## src/rtl/gray_capture_ctrl.sv

```systemverilog
// Frame-capture sequencer for the RGB-to-grayscale stage.
// Arms on start, tracks X/Y, emits ROI strobe aligned to gray output.
module gray_capture_ctrl #(
  parameter int H_ACTIVE = 640,
  parameter int V_ACTIVE = 480,
  parameter int ROI_X0   = 160,
  parameter int ROI_Y0   = 120,
  parameter int ROI_W    = 320,
  parameter int ROI_H    = 240,
  parameter int GRAY_LAT = 1
) (
  input  logic       iCLK,
  input  logic       iRST,
  input  logic       iSTART,
  input  logic       iFVAL,
  input  logic       iDVAL,
  output logic       oROI_VAL,
  output logic [9:0] oX,
  output logic [9:0] oY,
  output logic       oBUSY,
  output logic       oDONE,
  output logic       oERR,
  output logic [7:0] oFRAME_CNT
);

  localparam logic [1:0] S_IDLE = 2'd0;
  localparam logic [1:0] S_ARM  = 2'd1;
  localparam logic [1:0] S_CAP  = 2'd2;
  localparam logic [1:0] S_DONE = 2'd3;

  localparam logic [9:0] L_XMAX = 10'(H_ACTIVE - 1);
  localparam logic [9:0] L_YMAX = 10'(V_ACTIVE - 1);
  localparam logic [9:0] L_X0   = 10'(ROI_X0);
  localparam logic [9:0] L_X1   = 10'(ROI_X0 + ROI_W - 1);
  localparam logic [9:0] L_Y0   = 10'(ROI_Y0);
  localparam logic [9:0] L_Y1   = 10'(ROI_Y0 + ROI_H - 1);

  logic [1:0] r_state;
  logic       r_fval;
  logic [9:0] r_x;
  logic [9:0] r_y;
  logic       r_busy;
  logic       r_done;
  logic       r_err;
  logic [7:0] r_cnt;

  logic [GRAY_LAT-1:0]       r_dv;
  logic [GRAY_LAT-1:0]       r_dl;
  logic [GRAY_LAT-1:0][9:0]  r_dx;
  logic [GRAY_LAT-1:0][9:0]  r_dy;

  logic                      w_rise;
  logic                      w_fall;
  logic                      w_inroi;
  logic                      w_push;
  logic                      w_last;
  logic                      w_out_last;
  logic [GRAY_LAT:0]         w_sv;
  logic [GRAY_LAT:0]         w_sl;
  logic [GRAY_LAT:0][9:0]    w_sx;
  logic [GRAY_LAT:0][9:0]    w_sy;

  assign w_rise  = iFVAL & ~r_fval;
  assign w_fall  = ~iFVAL & r_fval;
  assign w_inroi = (r_x >= L_X0) && (r_x <= L_X1) &&
                   (r_y >= L_Y0) && (r_y <= L_Y1);
  assign w_push  = (r_state == S_CAP) && iDVAL;
  assign w_last  = w_push && (r_x == L_X1) && (r_y == L_Y1);

  // Stage 0 input sits at index 0; stage i takes index i.
  assign w_sv = {r_dv, w_push & w_inroi};
  assign w_sl = {r_dl, w_last};
  assign w_sx = {r_dx, r_x};
  assign w_sy = {r_dy, r_y};

  assign w_out_last = r_dv[GRAY_LAT-1] & r_dl[GRAY_LAT-1];

  always_ff @(posedge iCLK or negedge iRST) begin
    if (!iRST) begin
      r_state <= S_IDLE;
      r_fval  <= 1'b0;
      r_x     <= '0;
      r_y     <= '0;
      r_busy  <= 1'b0;
      r_done  <= 1'b0;
      r_err   <= 1'b0;
      r_cnt   <= '0;
    end else begin
      r_fval <= iFVAL;
      r_busy <= (r_state == S_ARM) || (r_state == S_CAP);
      r_done <= 1'b0;
      r_err  <= 1'b0;
      case (r_state)
        S_IDLE: begin
          if (iSTART) r_state <= S_ARM;
        end
        S_ARM: begin
          if (w_rise) begin
            r_x     <= '0;
            r_y     <= '0;
            r_state <= S_CAP;
          end
        end
        S_CAP: begin
          if (w_push) begin
            if (r_x == L_XMAX) begin
              r_x <= '0;
              if (r_y != L_YMAX) r_y <= r_y + 10'd1;
            end else begin
              r_x <= r_x + 10'd1;
            end
          end
          if (w_last) begin
            r_state <= S_DONE;
          end else if (w_fall) begin
            r_err   <= 1'b1;
            r_state <= S_IDLE;
          end
        end
        S_DONE: begin
          if (w_out_last) begin
            r_done  <= 1'b1;
            r_cnt   <= r_cnt + 8'd1;
            r_state <= S_IDLE;
          end
        end
        default: r_state <= S_IDLE;
      endcase
    end
  end

  // Output stage keeps its coordinates when no ROI pixel arrives.
  always_ff @(posedge iCLK or negedge iRST) begin
    if (!iRST) begin
      r_dv <= '0;
      r_dl <= '0;
      r_dx <= '0;
      r_dy <= '0;
    end else begin
      for (int i = 0; i < GRAY_LAT; i++) begin
        r_dv[i] <= w_sv[i];
        r_dl[i] <= w_sl[i];
        if ((i != GRAY_LAT - 1) || w_sv[i]) begin
          r_dx[i] <= w_sx[i];
          r_dy[i] <= w_sy[i];
        end
      end
    end
  end

  assign oROI_VAL   = r_dv[GRAY_LAT-1];
  assign oX         = r_dx[GRAY_LAT-1];
  assign oY         = r_dy[GRAY_LAT-1];
  assign oBUSY      = r_busy;
  assign oDONE      = r_done;
  assign oERR       = r_err;
  assign oFRAME_CNT = r_cnt;

endmodule
```

## config.mk

```make
export PLATFORM = sky130hd
export DESIGN_NAME = gray_capture_ctrl
export DESIGN_NICKNAME = d
export VERILOG_FILES = /design/src/rtl/gray_capture_ctrl.sv
export SDC_FILE = /design/constraint.sdc
export NUM_CORES = 1
export LEC_CHECK = 0
export BUFFER_PORTS_ARGS = -buffer_cell sky130_fd_sc_hd__buf_2
export CELL_PAD_IN_SITES_DETAIL_PLACEMENT = 0
export CELL_PAD_IN_SITES_GLOBAL_PLACEMENT = 1
export CORE_UTILIZATION = 45
export DETAILED_ROUTE_END_ITERATION = 16
export PLACE_DENSITY = 0.87
export SETUP_SLACK_MARGIN = 0.4
export SLEW_MARGIN = 20
export SYNTH_ARGS = -nofsm -noshare
export SYNTH_HDL_FRONTEND = slang
export SYNTH_SLANG_ARGS = --single-unit
export TNS_END_PERCENT = 5
```

## constraint.sdc

```tcl
create_clock -name iCLK -period 2.7 [get_ports iCLK]
set_clock_uncertainty 0.15 [all_clocks]
set_input_delay 0.81 -clock iCLK [delete_from_list [all_inputs] [get_ports iCLK]]
set_output_delay 0.81 -clock iCLK [all_outputs]
set_load 0.01 [all_outputs]
```

==> results of run 1 <==
what timing repair did:
item | 4_1_cts | 5_1_grt
hold buffers | 0 | 0
endpoints found under the setup margin | 9 | 22
pin swaps | 0 | 1
resized for setup | 1 | 3
cells in the mapped netlist, drive strengths merged, types with 4 or more instances:
| cell | n |
|---|---|
| o31ai | 7 |
| xnor2 | 8 |
| inv | 10 |
| nor3 | 6 |
| nor2 | 16 |
| nor2b | 4 |
| o21ai | 15 |
| nand3 | 10 |
| a21oi | 11 |
| nand2 | 22 |
| buf | 5 |
| mux2 | 20 |
| nand4 | 4 |
| nor4 | 4 |
| and3 | 5 |
| dfrtp | 56 |
| ha | 9 |
how the worst max path moves through the flow:
stage | start | to
6_report | r_state[0]$_DFFE_PN0P_ | oY[8]$_DFFE_PN0P_
5_1_grt | r_state[0]$_DFFE_PN0P_ | oY[8]$_DFFE_PN0P_
4_1_cts | r_state[0]$_DFFE_PN0P_ | oX[4]$_DFFE_PN0P_
3_5_place_dp | iDVAL | oX[4]$_DFFE_PN0P_
3_3_place_gp | iDVAL | oX[7]$_DFFE_PN0P_
2_1_floorplan | r_state[0]$_DFFE_PN0P_ | oX[0]$_DFFE_PN0P_
cell families (layout without fill, tap and decap cells):
logic type / count (synthesis) / count (layout)
flip-flops: 56 / 56
AND/OR/NAND/NOR: 83 / 83
multiplexers: 22 / 22
XOR/XNOR: 11 / 11
AO/OA/AOI/OAI: 45 / 45
buffers and inverters: 17 / 58
adder cells (fa/ha/maj): 9 / 9
state kept, by name (all words and copies together), names as in the netlist:
register	flops
r_y	10
oX	10
oERR	1
oBUSY	1
oY	10
oFRAME_CNT	8
oDONE	1
oROI_VAL	1
r_state	2
r_x	10
r_dl	1
r_fval	1
placed cells by master (no fill, tap or decap), types with 3 or more instances in the layout:
cell,count
a21oi_1,10
ha_1,8
inv_1,9
a31oi_1,3
nand2_1,22
nand4bb_1,3
o21ai_0,15
o31ai_1,6
nand3_1,8
and3_1,5
nor3_1,4
clkbuf_8,5
mux2_2,20
nor2_1,16
and2_1,3
nor2b_1,4
buf_4,3
buf_2,36
nand4_1,4
xnor2_1,8
xor2_1,3
dfrtp_1,56
where the power goes:
group / internal, mW / leakage [nW] / switching (mW)
sequential: 0.876 / 0.774 / 0.0436
combinational: 0.194 / 0.749 / 0.295
clock: 0.365 / 0.0642 / 0.263
total: 1.44 / 1.59 / 0.601
area by class of cell:
class / count / area (um2)
Tap cell: 75 / 93.8
Sequential cell: 56 / 1400
Timing Repair Buffer: 41 / 234
Clock buffer: 5 / 68.8
Clock inverter: 2 / 60.1
Inverter: 10 / 37.5
Multi-Input combinational cell: 170 / 1270
Fill cell: 523 / 2760
worst max-delay path: cells and delay by family, from the launching register on:
kind	cells	cell delay, ps
and+or+nand+nor	1	140
muxes	1	340
AOI/OAI and AO/OA	3	460
DFF	1	450
adders and majority gates	1	190
buffers and inverters	2	320
layer usage:
metal	vias to the layer above	part of all wire [%]	track usage [%]
met2	43	45	28.1
met1	925	50	24.4
li1	949	-	-
met3	5	3.9	3.75
met4	0	1.3	4.82
met5	-	0	0
per-stage QoR:
stage                     std cells  instance area (um2)  setup WS [ps]
after floorplan                 243                 2750            616
after global placement          352                 3020            437
after detailed placement        352                 3020            373
after CTS                       359                 3150            457
after global routing            359                 3160            399
final                           359                 3160            542
==> metrics.md, run 1 <==
| Metric | Value |
|---|---|
| Status | `finished, final reports clean` |
| Final Hold Fails | `0` |
| Yosys Warn Count | `0` |
| Gate Count Post-Synth | `243` |
| TritonCTS Buffers | `5` |
| Hold WS | `316 ps` |
| Minimum clock period | `2160 ps` |
| Share of cells above drive strength 1 | `28.9%` |
| FF-to-FF path depth | `8` |
| WL final | `5030 um` |
| Initial core utilization | `46.4%` |
| Final core occ | `53.4%` |
| Setup TNS | `0 ps` |
| Fmax | `0.463 GHz` |
| Syn avg cell area | `11.3 um2` |
| All-Layer GR Usage | `17.7%` |
| Worst Path Arrival | `2200 ps` |
| CP Capture Type | `flop` |
| Actual slew at the worst max-slew pin | `536 ps` |
| Setup crit start kind | `flop` |
| First-pass GRT wire length | `8710 um` |
| Core area | `0.00592 mm2` |
| RR Endpoint | `oY[8]$_DFFE_PN0P_` |
| Lkg Pwr | `1.59 nW` |
| H-tree depth | `2` |
| Hold Path Class | `input pin to asynchronous set/reset pin` |
| Synth cell types | `46` |
| DRT iter0 DRCs | `123` |
| Crit path kind | `flop to flop` |
| Post-Syn Nets | `257` |
| CP peak stage delay | `450 ps` |
| Port Buf Inserts | `36` |
| Top cell type by total area after synthesis | `dfrtp_1` |
| Largest net degree at the start of global routing | `35` |
| Flop2flop setup slack | `540 ps` |
| N_diodes | `0` |
| Seq/Total Area, Yosys | `51.0%` |
| Root Driver | `clkbuf_8` |
| Top Ports | `37` |
| Top cells by area, synth | `dfrtp_1, mux2_2, ha_1` |
| Start of the worst register-to-register path | `r_state[0]$_DFFE_PN0P_` |
| Final net count | `298` |
| Worst-path maximum fanout | `9` |
| DIE HEIGHT | `80.1 um` |
| Site Rows | `28` |
| Vias/cell | `5.35` |
| Die width | `80.1 um` |
| Max_cap viols | `0` |
| Pwr Density | `644 mW/mm2` |
| Clock-pin slew on the worst setup and hold paths | `100 ps` |
| Maximum root-to-sink buffer count | `2` |
| Power, Total | `2.04 mW` |
| Synth Cell Area | `0.00275 mm2` |
| Layout Area Growth over Synthesis | `15.2%` |
| Flip-flop and latch count after synthesis | `56` |
| CTS tree | `yes` |
| RSZ-0062 raised after global routing | `true` |
| DP HPWL | `3660 um` |
| Synth Area in Adders | `4.10%` |
| Main flop type after synthesis | `dfrtp_1` |
| Synth Area in Compound Gates | `10.9%` |
| Asr flop ratio synth | `100%` |
| Remaining DRCs | `0` |
| Slew Limit Fails | `0` |
| Clk sinks | `56` |
| Vias in the first global route | `1809` |
| Peak supply drop | `0.000300 V` |
| XOR/XNOR share of the synthesized area | `3.51%` |
| Crit-path cells | `inv_2 > ha_4 > nand4bb_1 > a21oi_1 > o211ai_1 > a21oi_2 > buf_4 > mux2_2` |
| Synth top area share | `51.0%` |
| Post-synthesis simple-gate area fraction | `18.2%` |
| Setup violations, final | `0` |
| Main combinational cell family by area after synthesis | `simple AND/OR/NAND/NOR gates` |
| Initial antenna violation count | `0` |
| Die ar. | `0.00642 mm2` |
| Worst skew pair latency | `310 ps` |
| Total number of vias | `1922` |
| Slew margin rel. | `64.3%` |
| GRT overflow | `0` |
| Number of synthesized flops with an enable pin | `0` |
| Detailed Routing Iterations Pass 1 | `4` |
| Routed Antenna Nets | `0` |
| Final Wtd Congestion | `0.801` |
| Slowest-stage cell, CP | `dfrtp_1` |
| Critical Path RT | `2750 ps` |
| Avg WL per Cell | `14.0 um` |
| Post-synthesis mux area share | `8.93%` |
| Setup Fix Bufs, Post-CTS | `0` |
| Final period utilization | `79.9%` |
Power figures use the tool's default switching activity.
==> run 2, diff against run 1 <==
Clock period 2.7 ns to 2.1 ns, I/O delays scaled along.
==> run 2 against run 1 <==
Net effect: sequential share of layout area down 4.1 points; clock power is 3% lower; setup slack worse by 520 ps; critical path type unchanged; cell count is 6.1% higher; cell area rose by 10%; largest cell class is now multi-input gates; sequential power up 26%; largest power group unchanged; critical path depth unchanged.
==> metrics.md, run 2 (synthesis results as in run 1) <==
| Metric | Value |
|---|---|
| Actual slew at the worst max-slew pin | `378 ps` |
| Final period utilization | `98.9%` |
| Detailed Routing Iterations Pass 1 | `4` |
| TritonCTS Buffers | `5` |
| Peak supply drop | `0.000398 V` |
| Layout Area Growth over Synthesis | `27.1%` |
| Routed Antenna Nets | `0` |
| Fillcell total | `500` |
| Vias/cell | `5.45` |
| Gr busiest metal | `met2` |
| RR Endpoint | `oY[3]$_DFFE_PN0P_` |
| Final instance area | `0.00349 mm2` |
| WL final | `5770 um` |
| First-pass GRT wire length | `9350 um` |
| Die ar. | `0.00642 mm2` |
| DIE HEIGHT | `80.1 um` |
| Largest net degree at the start of global routing | `57` |
| FF-to-FF path depth | `8` |
| Site Rows | `28` |
| H-tree depth | `2` |
| Vias in the first global route | `1952` |
| DRT iter0 DRCs | `125` |
| Slew margin rel. | `74.8%` |
| Setup violations, final | `0` |
| Slew Limit Fails | `0` |
| CP Capture Type | `flop` |
| Worst skew pair latency | `320 ps` |
| Flop2flop setup slack | `20 ps` |
| Top Ports | `37` |
| Share of cells above drive strength 1 | `40.8%` |
| Commonest non-fill, non-tap cell in the layout | `dfrtp_1` |
| Final Wtd Congestion | `0.773` |
| Area after DPL | `0.00316 mm2` |
| Max_cap viols | `0` |
| CTS tree | `yes` |
| Final Hold Fails | `0` |
| Pwr Density | `788 mW/mm2` |
| Initial core utilization | `46.4%` |
| All-Layer GR Usage | `19.1%` |
| Start of the worst register-to-register path | `r_state[0]$_DFFE_PN0P_` |
| Met3 Use GR | `4.43%` |
| Minimum clock period | `2080 ps` |
| Worst-path maximum fanout | `8` |
| Multi-input gate area | `0.00145 mm2` |
| Setup crit start kind | `flop` |
| Remaining DRCs | `0` |
| Maximum root-to-sink buffer count | `2` |
| Clk sinks | `56` |
| GRT overflow | `0` |
| Core area | `0.00592 mm2` |
| Root Driver | `clkbuf_8` |
| Clock-pin slew on the worst setup and hold paths | `110 ps` |
| Most frequent cells in the layout | `dfrtp_1, buf_2, nand2_1, buf_4` |
| Total number of vias | `2076` |
| RSZ-0062 raised after global routing | `true` |
| Register area | `0.00141 mm2` |
| Lkg Pwr | `1.71 nW` |
| Status | `finished, final reports clean` |
| Met2 Resource Use GR | `31.9%` |
| Port Buf Inserts | `36` |
| Die width | `80.1 um` |
| N_diodes | `0` |
| DP HPWL | `4020 um` |
| Initial antenna violation count | `0` |
| Final net count | `319` |
| Crit path kind | `flop to flop` |
| GR Util met1 | `24.9%` |
| Avg WL per Cell | `15.1 um` |
| Fmax | `0.481 GHz` |
| Worst Path Arrival | `2130 ps` |
| Critical Path RT | `2150 ps` |
| Power, Total | `2.75 mW` |
| Hold Path Class | `input pin to asynchronous set/reset pin` |
| Setup TNS | `0 ps` |
==> run 2: per-layer routing <==
| metal | part of all wire [%] | vias up |
|---|---|---|
| li1 | - | 983 |
| met1 | 47 | 1039 |
| met2 | 49 | 48 |
| met3 | 3.6 | 6 |
| met4 | 0.99 | 0 |
| met5 | 0 | - |
==> run 2: worst max path at each step <==
stage / startpoint / end
finish: r_state[0]$_DFFE_PN0P_ / oY[3]$_DFFE_PN0P_
global route: r_state[0]$_DFFE_PN0P_ / oY[1]$_DFFE_PN0P_
CTS: r_state[0]$_DFFE_PN0P_ / oX[0]$_DFFE_PN0P_
detailed placement: iDVAL / oY[5]$_DFFE_PN0P_
global placement: iDVAL / oY[7]$_DFFE_PN0P_
floorplan: r_state[0]$_DFFE_PN0P_ / oX[0]$_DFFE_PN0P_
==> run 2: per-stage QoR <==
step           instances  setup slack [ps]  util, %  hold slack (ps)
4_1_cts              380              95.4     56.8              149
5_1_grt              381             -65.5     59.0              147
3_5_place_dp         368             -9.36     53.4              308
6_report             381              22.3     59.0              126
2_1_floorplan        243               149        -              184
3_3_place_gp         368              23.0     53.4              307
==> run 2: cell type report <==
| class | instances | share of cell area [%] |
|---|---|---|
| Multi-Input combinational cell | 170 | 41.5 |
| Sequential cell | 56 | 40.3 |
| Timing Repair Buffer | 62 | 11.9 |
| Tap cell | 75 | 2.69 |
| Clock buffer | 5 | 1.97 |
| Inverter | 10 | 1.08 |
| Clock inverter | 3 | 0.645 |
==> run 2: critical path: stages, from the launching register on <==
cell and delay [ps]:
dfrtp_1 410, inv_2 90, ha_4 170, nand4bb_1 160, a21oi_2 160, o211ai_1 110, a21oi_2 210, buf_6 200
mux2_4 310
==> run 2: power by group <==
| group | internal [mW] | switching, mW | leakage [nW] |
|---|---|---|---|
| combinational | 0.465 | 0.511 | 0.889 |
| sequential | 1.13 | 0.0351 | 0.770 |
| clock | 0.240 | 0.370 | 0.0485 |
| total | 1.83 | 0.916 | 1.71 |
==> run 2: repair_timing <==
action,CTS,global route
gates resized for setup,16,37
setup endpoints to repair,46,53
pin swaps,0,17
setup buffers,4,1
hold buffers,0,0
